===== src/rtl/instruction_fetch.sv =====
// LEGv8 fetch stage: program counter, IF/ID pipeline register, stall and branch redirect.
// Define IFETCH_PERF_EN to add the FetchCount / BubbleCount performance counters.
module instruction_fetch #(
   parameter logic [63:0] RESET_PC = 64'h0
) (
   input  logic        CLK,
   input  logic        Reset,
   output logic [63:0] InstrAddr,
   input  logic [31:0] InstrData,
   input  logic        Stall,
   input  logic        BranchTaken,
   input  logic [63:0] BranchTarget,
   output logic [31:0] IfId_Instr,
   output logic [63:0] IfId_PC,
   output logic        IfId_Valid,
   output logic        Misaligned
`ifdef IFETCH_PERF_EN
   ,
   output logic [31:0] FetchCount,
   output logic [31:0] BubbleCount
`endif
);

   // state | meaning
   // BOOT  | first cycle after reset, nothing captured, PC held
   // RUN   | fetching; priority BranchTaken > Stall > normal
   typedef enum logic {
      BOOT = 1'b0,
      RUN  = 1'b1
   } state_t;

   state_t      r_state;
   logic [63:0] r_pc;
   logic [31:0] r_instr;
   logic [63:0] r_ifpc;
   logic        r_valid;
   logic        r_mis;
`ifdef IFETCH_PERF_EN
   logic [31:0] r_fetch_cnt;
   logic [31:0] r_bubble_cnt;
`endif

   always_ff @(posedge CLK) begin
      if (Reset) begin
         r_state <= BOOT;
         r_pc    <= RESET_PC;
         r_instr <= 32'h0;
         r_ifpc  <= 64'h0;
         r_valid <= 1'b0;
         r_mis   <= 1'b0;
`ifdef IFETCH_PERF_EN
         r_fetch_cnt  <= 32'h0;
         r_bubble_cnt <= 32'h0;
`endif
      end else begin
         r_mis <= 1'b0;
         case (r_state)
            BOOT: r_state <= RUN;
            RUN: begin
               if (BranchTaken) begin
                  // redirect flushes the wrong-path fetch but keeps the old IF/ID contents
                  r_pc    <= {BranchTarget[63:2], 2'b00};
                  r_valid <= 1'b0;
                  r_mis   <= |BranchTarget[1:0];
               end else if (!Stall) begin
                  r_instr <= InstrData;
                  r_ifpc  <= r_pc;
                  r_valid <= 1'b1;
                  r_pc    <= r_pc + 64'd4;
               end
`ifdef IFETCH_PERF_EN
               if (BranchTaken || Stall)
                  r_bubble_cnt <= r_bubble_cnt + 32'd1;
               else
                  r_fetch_cnt <= r_fetch_cnt + 32'd1;
`endif
            end
            default: r_state <= BOOT;
         endcase
      end
   end

   assign InstrAddr  = r_pc;
   assign IfId_Instr = r_instr;
   assign IfId_PC    = r_ifpc;
   assign IfId_Valid = r_valid;
   assign Misaligned = r_mis;
`ifdef IFETCH_PERF_EN
   assign FetchCount  = r_fetch_cnt;
   assign BubbleCount = r_bubble_cnt;
`endif

endmodule


===== config.mk =====
export PLATFORM = sky130hd
export DESIGN_NAME = instruction_fetch
export DESIGN_NICKNAME = d
export VERILOG_FILES = /design/src/rtl/instruction_fetch.sv
export SDC_FILE = /design/constraint.sdc
export NUM_CORES = 1
export LEC_CHECK = 0
export ABC_AREA = 0
export CORE_UTILIZATION = 46
export DETAILED_ROUTE_END_ITERATION = 6
export PLACE_DENSITY = 0.9
export SYNTH_ARGS = -nofsm -noshare
export SYNTH_HDL_FRONTEND = slang
export SYNTH_SLANG_ARGS = --single-unit

===== constraint.sdc =====
create_clock -name CLK -period 3.33 [get_ports CLK]
set_input_delay 0.666 -clock CLK [delete_from_list [all_inputs] [get_ports CLK]]
set_output_delay 0.666 -clock CLK [all_outputs]
set_load 0.01 [all_outputs]

; ---- Word-level counts from Yosys, hierarchy flattened
; Cells that the tools add are included.
[totals]
register_bits = 163
out_inout_bits = 162
elab_cells = 20
inputBits = 100
[classes]
eq_ne = 1
bitwise_logic = 3
n_mux = 5
n_reduce_logical = 4
add_sub_neg = 1
[ops]
columns = op, n
row1 = $mux W64, 2
row2 = $add A64 B3 Y64 const B, 1
row3 = $mux W1, 3
row4 = $not A1 Y1, 3
row5 = $reduce_and A3 Y1, 1
row6 = $reduce_or A3 Y1, 1
row7 = $ne A2 B1 Y1 const B, 1
row8 = $reduce_and A2 Y1, 1
row9 = $reduce_or A2 Y1, 1

; ---- Depth between registers and ports, before layout
; Gate-level depths: netlist of the first run.
[depth]
ltp_word = 3
mapped_depth = 8
depth_no_buf = 6

; ---- Least setup slack after synthesis of the first run
; No wires, ideal clock.
[synth_path]
path_type = reg2reg
start = register r_pc[22] (netlist: InstrAddr[22])
end = register r_pc[49] (netlist: InstrAddr[49])
t_required_ns = 3.256
period_less_slack_ns = 2.437
slack_ns = 0.893
stages_incl_launch_ff = 8
arrival_time_ns = 2.363
path_buffers = 2
setup_time_ns = 0.074
path_cell_list = dfxtp_1 > buf_2 > nand4_4 > or4_1 > buf_2 > or4_4 > or3_1 > a31oi_1
[synth_via]
elab_chain_len = 3
[synth_lines]
columns = element, line_no
row1 = start: declaration, 33  ; logic [63:0] r_pc;
row2 = start signal: assignment, 62  ; r_pc <= {BranchTarget[63:2], 2'b00};
row3 = start signal: assignment, 69  ; r_pc <= r_pc + 64'd4;
row4 = $add A64 B3 Y64, 69
row5 = $mux W64, 65  ; end else if (!Stall) begin
row6 = $mux W64, 60  ; if (BranchTaken) begin
; No other way between the ends. The select of a mux whose other input is x is not followed.
; A chain may end at the register's enable or synchronous reset.

; ---- Worst setup path in the final report of the first run
[layout_path]
start = register r_pc[11] (netlist: InstrAddr[11])
end = register r_pc[49] (netlist: InstrAddr[49])
; Same word-level chain as after synthesis.

==> summary.md, run 1 <==
The flow ran to the end, and the final reports show no timing, DRC or antenna violations. Final-report max-slew violation count: 0. Height of the die: 132 um. Buffers inserted during clock tree synthesis total 17. The logs give 262 for the I/O pin total and 40.9% for the share of the yosys chip area belonging to registers. For the pin with the worst max-slew slack, the measured transition is 712 ps.

Routability-driven placement finished with a final weighted congestion of 0.945. The worst clock skew is 11.7 ps, and the estimated wirelength of the detail-placed design is 19200 um. For the maximum clock frequency, the log shows 0.370 GHz. The maximum number of pins on one net before global-route repair came out at 75. Once the floorplan was initialized, standard cells occupied 47.1% of the core. The leakage power is 3.73 nW, and the shortest period the worst path allows is 2710 ps. The most common library cell in the layout ignoring fill and taps is sky130_fd_sc_hd__nand2_1. The average instance in the mapped netlist occupies 7.44 um^2. The longest individual stage delay on the worst path works out to 780 ps. For the worst-skew pair, the clock arrives at the later sink with an insertion delay of 440 ps. The type of the setup path with the least slack was reg2reg.

The number of global-route vias before repair is 8421, and the worst reg2reg path depth is 5. The critical path goes through nand4_4, or4_1, or4_4, or3_1, a31oi_1. The clock passes through at most 2 buffers. Of the cells placed in the final design, the portion with a size suffix greater than 1 is 7.18%. Across the run, the number of max-cap violations was 0. The top cell types in the final layout, fill and taps aside, are 256 x sky130_fd_sc_hd__nand2_1, 255 x sky130_fd_sc_hd__clkdlybuf4s50_1, 159 x sky130_fd_sc_hd__dfxtp_1.

In this run the worst path has a maximum fanout of 10. Post-CTS repair changed the size of 0 cells. The logs give 4 for the CTS H-tree depth and 0 for the post-route DRC violation count. The startpoint of the most critical register-to-register path is InstrAddr[11]$_SDFFE_PP0P_. The number of buffers added for setup after CTS was 0. The core footprint was 16500 um^2; the via count normalized by instance count was 6.04. The synthesized netlist cell count came out at 1046. For flop-to-flop paths, the worst setup slack is 620 ps.

The tools report the terminus of the critical flop-to-flop path as InstrAddr[49]$_SDFFE_PP0P_. The logs give 924 for the violation count after the first detailed-route iteration and 47 for the number of core rows. The number of failing setup endpoints in the final timing report is 0, and the post-detailed-route count of antenna-violating nets is 0.

The prevailing post-synth register cell is sky130_fd_sc_hd__dfxtp_1. Setup repair after global routing left no endpoint under its margin. The synthesized netlist occupies a cell area of 7780 um^2. Sink count of the clock tree: 159. VDD sags by at most 0.000394 V. The clock root buffer is sky130_fd_sc_hd__clkbuf_16. In the finished design, the share of the clock period the worst path needs comes to 81.3%. Worst endpoint required time: 3710 ps.

In this run the most critical hold path is launched from IfId_PC[53]$_SDFFE_PP0P_. The power density over cell area came out at 424 nW/um^2. Clock-pin slew was measured on the worst setup and hold paths at 70 ps.

The logs give 0 for the count of inserted antenna diode cells and 17400 um^2 for the die area. Dividing the detail-routed wire length by the instance count gives 18.4 um. The relative area change from synthesis to final layout came out at 43.6%.

The data arrival time of the critical path came out at 3080 ps. Counting flops and latches in the post-synthesis netlist gives 159. The routed layout has 9065 vias. In the final design database the tool counted 1370 nets. Setup total negative slack on the finished layout was measured at 0 ps. The worst setup path is captured at a flop. In this run the worst hold path is classified as reg2reg.

For hold timing, the worst endpoint is IfId_PC[53]$_SDFFE_PP0P_. Of all flip-flops after synthesis, the portion carrying an async set or reset was 0%. The tools report the type of origin of the critical path as a flop.

The netlist uses 60 different library cells. The cell depth of the worst min-delay path was 2. For this run the aggregate overflow at the end of global routing stands at 0.

Global routing consumed, over all layers together, 31.3% of the routing resources. Wires add up to 27700 um. During synthesis, Yosys emitted a total of 0 warnings. For this design, the CTS-stage hold fixing added 0 buffers. In this run the tool buffered the top-level ports with 257 buffer cells. Yosys mapped a number of flops with a built-in enable equal to 0.

For this run, the detailed router's first-pass iteration total came to 5. Cells fill 67.6% of the core in the end. The first-pass GRT wire length was 43500 um; the total count of hold-check failures in the final report was 0. Number of antenna violations at the first check in global routing: 0. The cell with the largest stage delay on the worst path is sky130_fd_sc_hd__or4_1. TritonCTS built the clock tree. The horizontal extent of the die came out at 132 um.

The worst pin sits at a relative slew slack of 52.6%.
[metrics by stage]
| step | hold WS [ps] | power (W) | worst slack, ps | instances | instance area [um^2] |
|---|---|---|---|---|---|
| 6_report | 453 | 0.00474 | 624 | 1502 | 11200 |
| 5_1_grt | 469 | 0.00488 | 544 | 1502 | 11200 |
| 4_1_cts | 455 | 0.00473 | 663 | 1502 | 11200 |
| 3_5_place_dp | 446 | 0.00276 | 669 | 1470 | 10600 |
| 3_3_place_gp | 441 | 0.00274 | 720 | 1470 | 10600 |
| 2_1_floorplan | 478 | 0.00239 | 893 | 1049 | 7790 |
[layout make-up]
cell class / count / area (um^2)
timing repair buffer: 293 / 2850
multi-input combinational: 784 / 4220
tap: 220 / 275
sequential: 159 / 3180
fill: 1367 / 5360
inverter: 14 / 52.6
clock buffer: 17 / 425
clock inverter: 15 / 163
[Yosys cell counts (all sizes together), types with 6 or more instances]
cell type	instances	area share [%]
a211oi	8	0.77
a21o	9	0.87
a21oi	141	9.1
a31oi	26	2.1
and3	21	1.7
and4	6	0.69
buf	19	1.3
clkbuf	73	3.5
dfxtp	159	41
inv	13	0.63
mux2i	9	1.2
nand2	256	12
nand3	45	2.9
nand4	37	3.4
nor2	41	2.0
nor3	21	1.4
nor4	18	1.7
o211ai	7	0.68
o21ai	27	1.7
o22ai	6	0.48
o31ai	9	0.87
o41ai	7	0.79
or3	17	1.4
or4	15	1.5
[routing by layer]
metal	vias up	GRT usage, %	share of wire [%]
li1	4204	-	-
met1	4199	38.5	39
met2	580	50.4	47
met3	82	9.23	12
met4	0	14.7	3.0
met5	-	0	0
[power breakdown]
group          internal (W)  total (W)  switching [W]  leakage, nW
clock network       0.00112    0.00201       0.000895        0.279
logic              0.000329   0.000653       0.000323         2.16
registers           0.00197    0.00208       0.000104         1.29
[sequential cells by signal (all words and copies together) (netlist names)]
signal,count
IfId_Instr,32
IfId_PC,62
IfId_Valid,1
InstrAddr,62
Misaligned,1
r_state,1
[critical path: cells and delay by family, from the launching register on]
family / cells / cell delay (ps)
flops: 1 / 540
compound gates: 1 / 160
simple gates: 4 / 1950
[cells by family after synthesis]
| family | after synthesis | synth area share (%) |
|---|---|---|
| AO/OA/AOI/OAI | 277 | 21.6 |
| adder cells (fa/ha/maj) | 1 | 0.161 |
| buffers and inverters | 106 | 5.48 |
| flip-flops | 159 | 40.9 |
| multiplexers | 13 | 1.74 |
| other | 1 | 0.0482 |
| AND/OR/NAND/NOR | 489 | 30.1 |
[worst max-delay path by stage]
stage,start,to,slack (ps)
after global placement,Stall,InstrAddr[44]$_SDFFE_PP0P_,720
after CTS,InstrAddr[11]$_SDFFE_PP0P_,InstrAddr[49]$_SDFFE_PP0P_,660
after global routing,InstrAddr[11]$_SDFFE_PP0P_,InstrAddr[45]$_SDFFE_PP0P_,540
after detailed placement,Stall,InstrAddr[44]$_SDFFE_PP0P_,670
final,InstrAddr[11]$_SDFFE_PP0P_,InstrAddr[49]$_SDFFE_PP0P_,620
after floorplan,InstrAddr[22]$_SDFFE_PP0P_,InstrAddr[49]$_SDFFE_PP0P_,890
(Power assumes the default switching activity.)
==> run 2, diff against run 1 <==
Clock period 3.33 ns to 2.8 ns, I/O delays scaled along.
==> run 2 against run 1 <==
Sequential cell count unchanged. Core utilization up 0.76 points. Critical path depth up 1. Clock-buffer cell count up 4. Design area up 1.1%. Clock skew about the same. Die area unchanged. Largest cell class unchanged. Global-route usage up 1.5 points. Setup slack worse by 500 ps. Via count up 3.0%. Sequential power up 18%. Power up 15%.
==> summary.md, run 2 (same netlist as run 1, synthesis figures left out) <==
Using the TritonRoute via totals, the vias-per-cell ratio works out to 6.13. Type of the setup path with the least slack: reg2reg. Clock skew on the completed layout was measured at 11.2 ps.

At the pin with the least slew margin, the transition time is 765 ps. STA classifies the critical path endpoint as a flop. Setup repair after global routing left no endpoint under its margin. The fraction of power spent switching nets is 27.3%.

Combinational logic is responsible for 15.0% of the overall power. For this run, the number of standard cells in the final layout without fillers is 1523. The tools report the total negative slack as 0 ps. The power density over cell area is 481 nW/um^2, and the worst supply voltage drop on vdd is 0.000459 V. After floorplanning, the core was divided into 47 placement rows. For flop-to-flop paths, the worst setup slack is 130 ps.

Worst reg2reg path depth: 6. The clock slew at the register clock pins of the worst setup and hold paths works out to 60 ps. Tracing the worst setup path back leads to its startpoint at InstrAddr[10]$_SDFFE_PP0P_. The final design utilization was 68.3%. The clock root buffer was sky130_fd_sc_hd__clkbuf_16.

Grouping stages by cell kind, the critical path spends the most delay in simple AND/OR/NAND/NOR gates. The number of antenna diodes in the final layout is 0. In the routed design, unresolved DRC markers number 0. For this run, the post-layout net count is 1392.

After detailed placement, the design holds a cell count of 1489. For this configuration, the core starts out at a cell density of 47.1%. The overall routing resource usage was 32.8%. Input and output buffers added on the ports amount to 257. The slowest stage of the critical path belongs to the cell sky130_fd_sc_hd__nor4_1.

The clock passes through at most 2 buffers. After detailed routing, the average wire length per cell comes to 19.0 um. For the length of the first detailed-routing pass in iterations, the log shows 6. The data arrival time of the critical path is 2980 ps, and the highest net fanout along the worst path is 9.

The fraction of final layout cells sized beyond drive strength 1 came out at 8.60%. The path category of the worst min-delay check is reg2reg. The number of antenna violations at the first check in global routing was 0. The count of nets left with antenna violations once routing finished came out at 0. The leakage power came out at 3.81 nW. The library cell used most frequently in the layout, excluding fill and tap cells, is sky130_fd_sc_hd__nand2_1.

Traced cell by cell, the critical path runs through nand4_4, or4_1, buf_4, nor4_1, a311o_1, o211ai_1. The run gives 0.00543 W as the overall power consumption. The tools report the filler cell count in the final layout as 1346. The relative area change from synthesis to final layout works out to 45.2%. The CTS H-tree depth is 4, and the number of buffers inserted during clock tree synthesis is 17. The largest single stage delay on the critical path is 650 ps. The worst endpoint required time is 3110 ps. Global routing finished with a remaining overflow of 0. The critical path depth in cells was 6; the total count of hold-check failures in the final report was 0. The die is 132 um wide.

The clock latency at the later pin of the worst-skew pair was 440 ps; the die area was 17400 um^2. The tools report the core footprint as 16500 um^2. The logs give 0.968 for the routability congestion estimate and 29000 um for the final wirelength. The most critical setup path has its endpoint at InstrAddr[57]$_SDFFE_PP0P_. Setup violations remaining at the end of the flow were counted as 0. In this run, post-CTS repair resized a total of 0 instances.

The run finished with clean final reports. The share of total power dissipated in sequential elements is 45.3%. The tools report the number of maximum-capacitance constraint violations as 0. The I/O pin total was 262. The startpoint identified for the worst register-to-register timing path is InstrAddr[10]$_SDFFE_PP0P_.

Measured against its own limit, the worst slew margin works out to 48.5%. The maximum number of pins on one net before global-route repair is 54. The floorplan step set the die height to 132 um. The clock network accounts for 39.7% of the total power. TritonCTS built the clock tree. Summed over all nets, the half-perimeter wirelength after detailed placement is 20100 um. In the final layout, the multi-input gates occupy 4220 um^2. For this block, the initial DRC count from the detailed router was 1264. In this run the power spent charging and discharging nets is 0.00148 W. The source of the worst hold timing path is IfId_PC[55]$_SDFFE_PP0P_. Maximum clock frequency: 0.374 GHz. In this run the critical register-to-register path is captured at InstrAddr[57]$_SDFFE_PP0P_. Number of global-route vias before repair: 8641. The buffers plus inverters on the worst setup path is 1. The sequential cells in the finished layout cover a total of 3180 um^2. In the layout the commonest cells are 256 x sky130_fd_sc_hd__nand2_1, 255 x sky130_fd_sc_hd__clkdlybuf4s50_1, 159 x sky130_fd_sc_hd__dfxtp_1.

The run gives 0 as the final-report max-slew violation count. Clock tree synthesis found a total of 159 sinks. The first global-routing pass estimated 45900 um of wire. The share of the cycle needed by the critical path after routing is 95.5%. For the overall via count from detail_route, the log shows 9338. The type of origin of the critical path is a flop. The internal power contribution is 0.00394 W. The worst hold path passes through 2 cells. Subtracting the final worst setup slack from the clock period gives 2670 ps.
## run 2: worst register-to-register path, delay by kind of cell (launching register included)
| kind | cells | cell delay, ps |
|---|---|---|
| buf+inv | 1 | 210 |
| flops | 1 | 540 |
| compound gates | 2 | 360 |
| simple gates | 3 | 1450 |
## run 2: power by group through the flow
stage | registers (W) | clock network (W) | logic [W]
3_3_place_gp | 0.00250 | 0 | 0.000783
5_1_grt | 0.00247 | 0.00227 | 0.000864
3_5_place_dp | 0.00251 | 0 | 0.000794
2_1_floorplan | 0.00251 | 0 | 0.000325
4_1_cts | 0.00246 | 0.00216 | 0.000802
6_report | 0.00246 | 0.00215 | 0.000812
## run 2: what timing repair did
action                     CTS  global route
setup buffers                0             3
hold buffers                 0             0
setup endpoints to repair    0             1
## run 2: how the worst min path moves through the flow
| stage | to | slack, ps |
|---|---|---|
| finish | IfId_PC[55]$_SDFFE_PP0P_ | 450 |
| global route | IfId_PC[16]$_SDFFE_PP0P_ | 470 |
| CTS | IfId_PC[7]$_SDFFE_PP0P_ | 450 |
| detailed placement | IfId_PC[28]$_SDFFE_PP0P_ | 450 |
| global placement | IfId_PC[47]$_SDFFE_PP0P_ | 440 |
| floorplan | IfId_Valid$_SDFFE_PP0P_ | 480 |
## run 2: layer usage
| metal | up-vias | wire length (um) | track usage, % |
|---|---|---|---|
| met5 | - | 0 | 0 |
| met4 | 0 | 1010 | 14.0 |
| met3 | 96 | 3390 | 8.04 |
| met2 | 659 | 13400 | 52.3 |
| met1 | 4338 | 11200 | 42.3 |
| li1 | 4245 | - | - |
## run 2: final cells by class
cell class                 instances  share of cell area, %
clock buffer                      21                   4.17
sequential                       159                   28.2
timing repair buffer             315                   26.8
multi-input combinational        784                   37.4
inverter                          14                  0.465
clock inverter                    10                  0.576
tap                              220                   2.44
## run 2: metrics by stage
step | hold slack (ps) | area [um^2] | setup WS [ps]
detailed placement | 446 | 10700 | 163
finish | 451 | 11300 | 126
CTS | 454 | 11300 | 181
floorplan | 478 | 7790 | 363
global route | 473 | 11300 | 60.6
global placement | 441 | 10700 | 281
==> RTL change 1 (flow settings as in run 1) <==
The option `IFETCH_PERF_EN` is turned on by a define.
--- a/src/rtl/instruction_fetch.sv
+++ b/src/rtl/instruction_fetch.sv
@@ -2,2 +2,4 @@
 // Define IFETCH_PERF_EN to add the FetchCount / BubbleCount performance counters.
+`define IFETCH_PERF_EN
+
 module instruction_fetch #(
Check against the original RTL (old outputs only; new: BubbleCount and FetchCount): equivalent (Yosys induction, for registers that start in step).
==> RTL change 1 against run 1 <==
Wire length up 31%; final area up 33%; worst hold slack about the same; sequential cell count up 64; clock skew up 0.0078 ns; power up 32%; synthesized area up 36%; first-iteration DRC count down 0.43%; worst setup slack better by 0.13 ns; utilization down 1.9 points; sequential share of layout area up 1.6 points; non-clock buffer count up 62; critical path type unchanged; critical endpoint is now InstrAddr[52]$_SDFFE_PP0P_.
==> RTL change 1: results (changes against run 1) <==
FF-to-FF Start: InstrAddr[25]$_SDFFE_PP0P_
layout cell share with drive strength beyond 1: 6.03% (-1.1 points)
GP Congestion: 0.957 (+1.3%)
via count: 11700 (+29%)
global-route wire length before repair: 57100 um (+31%)
Total Wirelength: 36400 um (+31%)
vias in the first global route: 10900 (+30%)
Reg2Reg Setup Slack: 0.75 ns (+0.13 ns)
sequential power: 2.85 mW (+37%)
register area share after synthesis: 42.4% (+1.4 points)
Critical Path AT: 3.01 ns (-0.07 ns)
Slew HR: 55.6% (+3.0 points)
end of the critical path: InstrAddr[52]$_SDFFE_PP0P_
total CTS buffers: 24 (+7)
clk buf depth: 3 (+1)
Hold Path Origin: IfId_Instr[7]$_SDFFE_PP0P_
Synth area leaders: dfxtp_1 (42%), nand2_1 (11%), a21oi_1 (7.0%), clkbuf_1 (3.2%), nand4_1 (3.0%)
total track usage: 29.6% (-1.8 points)
Power, Total: 6.24 mW (+32%)
Layout Nets: 1759 (+28%)
Hold Path End: IfId_Instr[7]$_SDFFE_PP0P_
Netlist cell types: 65 (+8.3%)
mean cell area of the mapped netlist: 7.67 sq um (+3.2%)
detail-routed net length per standard cell: 18.6 um (+0.81%)
DP Cell Count: 1915 (+30%)
largest net degree at the start of global routing: 140 (+87%)
Static Leak: 4.95 nW (+33%)
detailed placement HPWL: 24700 um (+29%)
input/output buffers: 321 (+25%)
status: complete, no violations
crit path max-delay cell type: nor3_1
DR pass1 iterations: 7 (+2)
Post-synth top cells: nand2_1 (295), dfxtp_1 (223), a21oi_1 (148)
Worst Skew: 0.0195 ns (+0.00783 ns)
Post-DP Area: 0.0140 sq mm (+32%)
Multi-input gate area: 0.00561 sq mm (+33%)
Filler cells: 1801 (+32%)
final hold vios: 0 (unchanged)
crit path max fanout: 9 (-1)
CTS clk-pin slew, worst paths: 0.06 ns
H-tree Lvls: 1 (-3)
clk_lat worst skew: 0.53 ns (+0.09 ns)
## RTL change 1: routing by layer
metal,wire length (um),GRT usage [%]
met2,17200,49.8
met5,0,0
met3,3330,6.21
met4,1500,13.2
met1,14400,36.3
## RTL change 1: kinds of logic after synthesis
logic type,count (synthesis),synth area share (%)
other,1,0.0356
adders and majority gates,3,0.356
AOI/OAI and AO/OA,331,19.1
and+or+nand+nor,645,29.2
muxes,17,1.73
buffers and inverters,122,4.61
xor gates and xnor gates,32,2.66
DFF,223,42.4
## RTL change 1: final cells by class
type / instances / area share [%]
Inverter: 20 / 0.507
Clock buffer: 36 / 4.90
Multi-Input combinational cell: 1032 / 37.9
Tap cell: 285 / 2.41
Timing Repair Buffer: 355 / 23.6
Sequential cell: 223 / 30.1
Clock inverter: 8 / 0.574
## RTL change 1: through the flow
step	hold WS, ns	setup slack (ns)
after floorplan	0.481	0.605
after global placement	0.442	0.320
after detailed placement	0.447	0.256
after CTS	0.455	0.786
after global routing	0.471	0.602
final	0.453	0.754
==> RTL change 2 (settings of run 1) <==
Made on the original files. Reset style: asynchronous (`Reset`), changed in one clocked block.
--- a/src/rtl/instruction_fetch.sv
+++ b/src/rtl/instruction_fetch.sv
@@ -42,3 +42,3 @@
 
-   always_ff @(posedge CLK) begin
+   always_ff @(posedge CLK or posedge Reset) begin
       if (Reset) begin
Check against the original RTL: differs if Reset is asserted again (counterexample within 4 cycles, from zero or initial values and one cycle with Reset high); with Reset held inactive, the same outputs for 4 cycles.
==> RTL change 2 against run 1 <==
Worst setup slack better by 0.15 ns; synthesized area up 7.1%; sequential cell count unchanged; first-iteration DRC count increased by 16%; wire length increased by 0.53%; non-clock buffer count fell by 16; final area up 4.2%; critical path type unchanged; highest routed layer unchanged.
Power is not compared: it rests on default switching activity, and its combinational part moved more than twofold at a synthesized area within 25%.
==> RTL change 2: results (changes against run 1) <==
status: complete, no violations
Tmin final: 2.55 ns (-0.153 ns)
Layout Nets: 1309 (-4.5%)
total track usage: 30.0% (-1.3 points)
GR Layer Usage met3: 7.04% (-2.2 points)
Mapped Cells: 988 (-5.5%)
vias in the first global route: 7965 (-5.4%)
Met2 Wirelength: 13000 um (+1.1%)
crit path max-delay cell type: nor4_2
global-route wire length before repair: 42800 um (-1.7%)
Filler cells: 1376 (+0.66%)
Post-synth top cells: nand2_1 (308), dfrtp_1 (159), clkbuf_1 (51)
via count: 8672 (-4.3%)
DP Cell Count: 1414 (-3.8%)
DRT iter0 DRCs: 1073 (+16%)
FF-to-FF Start: InstrAddr[4]$_DFFE_PP0P_
Critical Path AT: 2.92 ns (-0.16 ns)
post-layout util: 66.6% (-0.97 points)
GP Congestion: 0.928 (-1.8%)
largest net degree at the start of global routing: 125 (+67%)
Worst Skew: 0.00612 ns (-0.00554 ns)
Hold Path Origin: IfId_Instr[16]$_DFFE_PP0P_
Post-DP Area: 0.0111 sq mm (+4.6%)
hold slack: 0.473 ns (+0.0196 ns)
Netlist cell types: 64 (+6.7%)
Total Wirelength: 27800 um (+0.53%)
met2 usage: 46.9% (-3.5 points)
crit-path max cell delay: 0.70 ns (-0.08 ns)
layout cell share with drive strength beyond 1: 6.80% (-0.38 points)
Hold Path End: IfId_Instr[16]$_DFFE_PP0P_
met3 WL: 2700 um (-15%)
DRT met1 WL: 11000 um (+2.2%)
register area share after synthesis: 47.8% (+6.9 points)
vias per cell: 6.00 (-0.63%)
Reg2Reg Capture Point: InstrAddr[55]$_DFFE_PP0P_
ys async rst share: 100% (+100 points)
pre-CTS WS: 0.509 ns (-0.160 ns)
detailed placement HPWL: 19400 um (+1.3%)
met1 Use GR: 39.0% (+0.51 points)
DR pass1 iterations: 6 (+1)
Top FF cell, synth: dfrtp_1
RTL change 2: cell count changes after synthesis, moves of 11 or more:
cell	run 1	this run
clkbuf_1	73	51
nand2_1	256	308
o21ai_0	27	38
dfxtp_1	159	0
a21oi_1	141	34
a31oi_1	26	5
dfrtp_1	0	159
RTL change 2: logic make-up after synthesis:
family                   Yosys count  synth area share [%]
adder cells (fa/ha/maj)            1                 0.150
other                              2                0.0902
buffers and inverters             91                  4.60
multiplexers                      11                  1.35
AND/OR/NAND/NOR                  565                  33.4
AO/OA/AOI/OAI                    159                  12.6
flip-flops                       159                  47.8
RTL change 2: area by class of cell:
class                      count  area share [%]
multi-input combinational    741            34.4
tap                          225            2.42
inverter                      12           0.419
timing repair buffer         277            23.7
clock buffer                  22            4.16
sequential                   159            34.2
clock inverter                10           0.742
RTL change 2: where the power goes:
part,total [mW],switching [mW],internal (mW)
logic,1.57,0.728,0.839
registers,2.61,0.386,2.22
clock network,1.90,0.798,1.10
